File: config.mk
export PLATFORM = sky130hd
export DESIGN_NAME = restoring_divider
export DESIGN_NICKNAME = d
export VERILOG_FILES = /design/src/rtl/restoring_divider.sv
export SDC_FILE = /design/constraint.sdc
export NUM_CORES = 1
export LEC_CHECK = 0
export BUFFER_PORTS_ARGS = -buffer_cell sky130_fd_sc_hd__buf_2
export CORE_MARGIN = 2
export CORE_UTILIZATION = 42
export CTS_CLUSTER_SIZE = 28
export DETAILED_ROUTE_END_ITERATION = 10
export PLACE_DENSITY = 0.71
export SETUP_SLACK_MARGIN = 0.5
export SYNTH_ARGS = -nofsm -noshare
export SYNTH_HDL_FRONTEND = slang
export SYNTH_SLANG_ARGS = --single-unit
File: constraint.sdc
create_clock -name Clk -period 3.1 [get_ports Clk]
set_clock_uncertainty 0.05 [all_clocks]
set_input_delay 0.62 -clock Clk [delete_from_list [all_inputs] [get_ports Clk]]
set_output_delay 0.62 -clock Clk [all_outputs]
set_load 0.01 [all_outputs]
File: src/rtl/restoring_divider.sv
// Sequential unsigned restoring divider: one shift-subtract step per clock,
// divisor loaded from the shared switch bus, dividend applied with Run.
module restoring_divider #(
  parameter int WIDTH = 8
) (
  input  logic             Clk,
  input  logic             Reset,
  input  logic             ClearA_LoadB,
  input  logic             Run,
  input  logic [WIDTH-1:0] Din,
  output logic [WIDTH-1:0] Quotient,
  output logic [WIDTH-1:0] Remainder,
  output logic [WIDTH-1:0] Divisor,
  output logic             Busy,
  output logic             Done,
  output logic             DivByZero,
  output logic [1:0]       States
);

  localparam int CW = (WIDTH > 1) ? $clog2(WIDTH) : 1;
  localparam logic [CW-1:0] LAST = CW'(WIDTH - 1);

  typedef enum logic [1:0] {
    IDLE = 2'b00,
    CALC = 2'b01,
    DONE = 2'b10
  } state_t;

  state_t            state;
  logic [WIDTH-1:0]  q, r, d;
  logic [CW-1:0]     cnt;
  logic              dbz;
  logic [WIDTH:0]    trial;

  // Shift the next dividend bit into R and try subtracting D; the borrow bit
  // decides between keeping the difference and restoring the shifted R.
  assign trial = {r, q[WIDTH-1]} - {1'b0, d};

  always_ff @(posedge Clk or posedge Reset) begin
    if (Reset) begin
      state <= IDLE;
      q     <= '0;
      r     <= '0;
      d     <= '0;
      cnt   <= '0;
      dbz   <= 1'b0;
    end else begin
      case (state)
        IDLE: begin
          if (ClearA_LoadB) begin
            d   <= Din;
            q   <= '0;
            r   <= '0;
            dbz <= 1'b0;
          end else if (Run) begin
            if (d != '0) begin
              q     <= Din;
              r     <= '0;
              cnt   <= '0;
              dbz   <= 1'b0;
              state <= CALC;
            end else begin
              q     <= '1;
              r     <= Din;
              dbz   <= 1'b1;
              state <= DONE;
            end
          end
        end
        CALC: begin
          if (!trial[WIDTH]) begin
            r <= trial[WIDTH-1:0];
            q <= {q[WIDTH-2:0], 1'b1};
          end else begin
            r <= {r[WIDTH-2:0], q[WIDTH-1]};
            q <= {q[WIDTH-2:0], 1'b0};
          end
          cnt <= cnt + 1'b1;
          if (cnt == LAST) state <= DONE;
        end
        DONE: begin
          // Holding Run keeps us here so a held button never restarts.
          if (!Run) state <= IDLE;
        end
        default: state <= IDLE;
      endcase
    end
  end

  assign Quotient  = q;
  assign Remainder = r;
  assign Divisor   = d;
  assign Busy      = (state == CALC);
  assign Done      = (state == DONE);
  assign DivByZero = dbz;
  assign States    = state;

endmodule

# After elaboration in Yosys (flattened, before gate mapping)

Index checks and enable logic that the tools add are counted.

Bits in writable memories: 0
Flip-flop bits (word level): 30
Memories: 0
ROM bits: 0
Word-level logic and storage cells: 49
Output and inout port bits: 29
Bits in latches: 0
Input port bits: 12

Bitwise operators: 0
Muxes and demuxes: 23
$add $sub $neg: 2
$lt $le $gt $ge: 0
Reductions and logical operators: 9
Divide/modulo/power cells: 0
Multiply operators: 0
Equality and inequality tests: 9
Shifts and indexed selects: 0

Operators by type and width:

| operator            | number |
|---|---|
| $mux 8              | 7 |
| $pmux 8 s2          | 2 |
| $mux 2              | 5 |
| $mux 3              | 3 |
| $sub 9x8->9         | 1 |
| $ne 2x2->1 const B  | 4 |
| $reduce_and 4->1    | 2 |
| $reduce_bool 8->1   | 1 |
| $pmux 2 s3          | 1 |
| $pmux 3 s2          | 1 |
| $reduce_and 2->1    | 3 |
| $mux 1              | 4 |
| $reduce_bool 2->1   | 2 |
| $add 3x1->3 const B | 1 |
| $eq 3x3->1 const B  | 1 |
| $ne 3x3->1 const B  | 1 |
| $eq 2x1->1 const B  | 1 |
| $eq 2x2->1 const B  | 1 |
| $logic_not 2->1     | 1 |
| $ne 2x1->1 const B  | 1 |

# Logic depth before layout (Yosys ltp)

Depth after elaboration: 5
Depth in mapped cells: 11
Mapped depth without buffers: 10

# Worst setup path before layout

Ideal clock, no wire load.

Path kind: register to register
Start: reg q[7], in the netlist Quotient[7]
End: reg r[5], in the netlist Remainder[5]
Data required time: 2981 ps
Cell stages (with the launch flop): 11
Setup slack: 572 ps
Library setup time: 69 ps
Arrival time: 2409 ps
Buffers on the path: 0
Period minus slack after synthesis: 2528 ps
Path through: dfrtp_1 -> inv_1 -> ha_1 -> inv_1 -> fa_1 -> a211oi_2 -> nor3_1 -> mux2_4 -> and2_4 -> or4b_1 -> nand3_1

Longest elaborated chain between the ends: 3

Ends and longest elaborated chain:

| item                   | line | source |
|---|---|---|
| from (decl)            | 30   | `logic [WIDTH-1:0] q, r, d;` |
| from (signal assigned) | 57   | `q <= Din;` |
| from (signal assigned) | 73   | `q <= {q[WIDTH-2:0], 1'b1};` |
| from (signal assigned) | 76   | `q <= {q[WIDTH-2:0], 1'b0};` |
| $sub 9x8->9            | 37   | `assign trial = {r, q[WIDTH-1]} - {1'b0, d};` |
| $mux 8                 | 71   | `if (!trial[WIDTH]) begin` |
| $pmux 8 s2             | 48   | `case (state)` |
| to (signal assigned)   | 64   | `r <= Din;` |
| to (signal assigned)   | 72   | `r <= trial[WIDTH-1:0];` |
| to (signal assigned)   | 75   | `r <= {r[WIDTH-2:0], q[WIDTH-1]};` |
| to (decl)              | 30   |  |

No other way between the ends.
A chain may end at the register's enable or synchronous reset.

# Final worst setup path

Same ends and word-level chain as after synthesis.

==> tab_implementation.tex <==
\begin{tabular}{lr}
\hline
Metric & Value \\
\hline
\multicolumn{2}{l}{\textbf{Synth}} \\
\quad Synth warn & 0 \\
\quad Syn Nets & around 240 \\
\quad Ys flop type & sky130\_fd\_sc\_hd\_\_dfrtp\_1 \\
\quad Syn Inst Count & 215 \\
\quad Count of distinct cell types in the synthesized netlist & just over 40 \\
\quad Post-synth EDFFs & 0 \\
\quad Share of flip-flops with an asynchronous set or reset & 100.0\% \\
\quad Number of synthesized register bits & 30 \\
\quad Share of the yosys chip area belonging to registers & 40.13\% \\
\quad Post-Synthesis Cell Area & about 1900 um2 \\
\quad Syn\_area\_per\_cell & just under 9 um2 \\
\multicolumn{2}{l}{\textbf{Worst setup path}} \\
\quad Critical Path, Cell by Cell & inv\_2, ha\_4, inv\_1, fa\_2, a211oi\_4, nor3\_2, mux2\_4, and2\_4, or4b\_1, nand3\_1 \\
\quad Largest fanout on the critical path & 3 \\
\quad Category of the most critical setup path & reg2reg \\
\quad Terminus of the critical flop-to-flop path & Remainder[5] \\
\quad Critical Path Stages & 10 \\
\quad Data arrival time of the critical path & between 2 and 3 ns \\
\quad Minimum setup slack among reg-to-reg paths & 0.61 ns \\
\quad Slowest cell delay on critical path & 0.46 ns \\
\quad Worst-case reg-to-reg path depth & 10 \\
\quad Capture point of the worst path & Remainder[5] \\
\quad Startpoint types & register \\
\quad Worst Setup End Kind & register \\
\quad Start point of the critical path & Quotient[7] \\
\quad Critical path data required time & $\sim$3.3 ns \\
\quad Crit path max-delay cell type & sky130\_fd\_sc\_hd\_\_or4b\_1 \\
\quad Family with the most delay on the worst path & simple AND/OR/NAND/NOR gates \\
\quad Startpoint of the worst register-to-register path & Quotient[7] \\
\quad Buffers \& Inverters on Critical Path & 2 \\
\multicolumn{2}{l}{\textbf{Final layout}} \\
\quad Share of layout cells above drive strength 1 & between 20 and 30\% \\
\quad Total Nets Final & approximately 290 \\
\quad P\&R area growth vs syn & 24.75\% \\
\quad Core utilization of the finished layout & a little over half \\
\quad Diodes inserted & 0 \\
\multicolumn{2}{l}{\textbf{Drt}} \\
\quad Via density & around 5.6 \\
\quad Drt first-iter violations & about 170 \\
\quad Routed Wire Length & 4.836 mm \\
\quad Routed via count & between 1500 and 2000 \\
\quad Final routed DRC violation total & 0 \\
\quad Number of optimization iterations in the first detailed-route pass & 4 \\
\quad Number of antenna-violating nets in the routed design & 0 \\
\quad Per-cell routed wire length & 15.26 um \\
\multicolumn{2}{l}{\textbf{Clock network}} \\
\quad Root buf cell & sky130\_fd\_sc\_hd\_\_clkbuf\_8 \\
\quad Longest Clk Path Bufs & 2 \\
\quad Clock Sink Count & 30 \\
\quad H-tree levels & 2 \\
\quad Clock slew seen by the registers of the worst setup and hold paths & about 0.07 ns \\
\quad Number of buffers created by CTS & 5 \\
\quad Later-pin clock latency in the skew report & 0.28 ns \\
\quad Clock tree from TritonCTS & done \\
\quad Number of buffers inserted by hold repair at cts & 0 \\
\multicolumn{2}{l}{\textbf{STA}} \\
\quad Transition time of the tightest slew-check pin & $\sim$0.7 ns \\
\quad Period utilisation layout & approximately 80\% \\
\quad Final Hold Vio Count & 0 \\
\quad Total of endpoints with negative setup slack in the final report & 0 \\
\quad Setup repair after global routing missed its margin & no \\
\quad Setup TNS & 0 ns \\
\quad Max-slew headroom & between 50\% and 60\% \\
\quad Timing-limited maximum frequency & slightly above 0.4 GHz \\
\quad Pins Over Slew Limit & 0 \\
\quad Min cycle time layout & around 2.5 ns \\
\multicolumn{2}{l}{\textbf{Floorplanning}} \\
\quad Vertical die dimension & 70.74 um \\
\quad Standard-cell rows & 24 \\
\quad Initial Util & a little over two fifths \\
\quad Area of the placeable core & roughly 4300 um2 \\
\quad Width of the die & about 71 um \\
\quad Full die area & $\sim$5000 um2 \\
\quad IO Count & 41 \\
\multicolumn{2}{l}{\textbf{Global routing}} \\
\quad GR Util All Layers & between 10\% and 20\% \\
\quad Leftover overflow at the end of global routing & 0 \\
\quad Largest net degree at the start of global routing & 31 \\
\quad Vias in the first global route & around 1600 \\
\quad Initial antenna violation count & 0 \\
\quad Global-route wire length before repair & slightly below 8 mm \\
\multicolumn{2}{l}{\textbf{Placement}} \\
\quad Sum of net half-perimeters after detailed placement & between 3 and 4 mm \\
\quad Final weighted congestion of routability-driven global placement & 0.8738 \\
\quad IO buf count & 40 \\
\multicolumn{2}{l}{\textbf{Power}} \\
\quad Total leakage power & approximately 1.1 nW \\
\quad Power density relative to cell area & $\sim$1400 nW/um2 \\
\quad Highest ir drop seen on vdd & 0.7844 mV \\
\quad Overall power after layout & around 0.0032 W \\
\multicolumn{2}{l}{\textbf{Status}} \\
\quad Status & finished clean \\
\multicolumn{2}{l}{\textbf{Run}} \\
\quad Reported max-cap violation count & 0 \\
\multicolumn{2}{l}{\textbf{Min path}} \\
\quad Tightest Hold Check Type & in2async \\
\hline
\end{tabular}
==> tightest hold or removal path, delay by kind of cell <==
kind / cells / cell delay [ns]
buffers and inverters: 3 / 0.47
==> repair_timing <==
item	in CTS	in global routing
gates resized for setup	4	6
setup buffers	9	2
pin swaps	5	6
setup endpoints to repair	1	8
==> layer usage <==
| layer | wire [um] | global-route usage [%] |
|---|---|---|
| met2 | 2290 | 32.19 |
| met3 | 241 | 4.274 |
| met5 | 0 | 0 |
| met4 | 83 | 4.612 |
| met1 | 2221 | 27.49 |
==> cells in the mapped netlist, types with 3 or more instances <==
library cell	number	area share, %
sky130_fd_sc_hd__a21oi_1	19	5.1
sky130_fd_sc_hd__a31oi_1	3	1.0
sky130_fd_sc_hd__clkbuf_1	8	1.6
sky130_fd_sc_hd__dfrtp_1	30	40
sky130_fd_sc_hd__ha_1	10	6.7
sky130_fd_sc_hd__inv_1	12	2.4
sky130_fd_sc_hd__mux2i_1	5	2.7
sky130_fd_sc_hd__nand2_1	19	3.8
sky130_fd_sc_hd__nand3_1	7	1.9
sky130_fd_sc_hd__nor2_1	18	3.6
sky130_fd_sc_hd__nor2b_1	4	1.3
sky130_fd_sc_hd__nor3_1	12	3.2
sky130_fd_sc_hd__o211ai_1	4	1.6
sky130_fd_sc_hd__o21a_1	3	1.2
sky130_fd_sc_hd__o21ai_0	22	5.9
sky130_fd_sc_hd__o22ai_1	3	1.0
sky130_fd_sc_hd__xnor2_1	4	1.9
==> layout make-up <==
| type | instances | area [um2] |
|---|---|---|
| multi-input combinational | 161 | 1054 |
| fill | 426 | 1991 |
| clock buffer | 8 | 110.1 |
| inverter | 12 | 45.04 |
| timing repair buffer | 54 | 309.0 |
| tap | 52 | 65.06 |
| sequential | 30 | 750.7 |
==> cells in the final DEF, fill, tap and decap left out, drive strengths merged, types with 2 or more instances in the layout <==
cell type / instances
a31oi: 3
mux2i: 5
ha: 10
nor2b: 4
a211oi: 2
o21bai: 2
and3: 2
nor3b: 2
and2: 2
o21ai: 24
nand2b: 2
o22ai: 3
o211ai: 4
buf: 54
dfrtp: 30
xnor2: 4
nand3: 7
nand2: 19
or4: 2
inv: 12
nor3: 12
clkbuf: 8
nor2: 18
mux2: 2
a21oi: 19
a22o: 2
o21a: 3
==> through the flow <==
| step | instance area (um2) | setup slack [ns] | hold slack, ns | instances |
|---|---|---|---|---|
| final | 2333 | 0.6144 | 0.3497 | 317 |
| after global routing | 2333 | 0.4932 | 0.4115 | 317 |
| after CTS | 2290 | 0.5257 | 0.3666 | 315 |
| after detailed placement | 2102 | 0.4052 | 0.4421 | 298 |
| after global placement | 2102 | 0.5055 | 0.4374 | 298 |
| after floorplan | 1871 | 0.5718 | 0.4177 | 215 |
==> worst min-delay path by stage <==
| stage | start | endpoint |
|---|---|---|
| after floorplan | cnt[0] | cnt[0] |
| after global placement | Quotient[3] | Quotient[3] |
| after detailed placement | Quotient[3] | Quotient[3] |
| after CTS | Reset | Quotient[1] |
| after global routing | Reset | Quotient[2] |
| final | Reset | Divisor[0] |
==> power by group <==
group	total, W	leakage, nW	switching, W	internal (W)
clock	0.000373	0.0575	0.000149	0.000224
combinational	0.00207	0.659	0.00107	0.000998
sequential	0.000756	0.376	0.000175	0.000581
==> sequential cells by signal, summed over array words and instances (netlist names) <==
register   cells
cnt            3
Remainder      8
Divisor        8
States         2
Quotient       8
DivByZero      1
==> kinds of logic (layout without fill, tap and decap cells) <==
| logic type | count (synthesis) | after routing | share of synthesized area (%) |
|---|---|---|---|
| AOI/OAI and AO/OA | 65 | 65 | 20.67 |
| and+or+nand+nor | 74 | 74 | 20.07 |
| muxes | 7 | 7 | 4.080 |
| adders and majority gates | 11 | 11 | 7.759 |
| DFF | 30 | 30 | 40.13 |
| buffers and inverters | 24 | 74 | 5.418 |
| xor gates and xnor gates | 4 | 4 | 1.873 |
No activity file was read; power rests on OpenSTA's default activity.
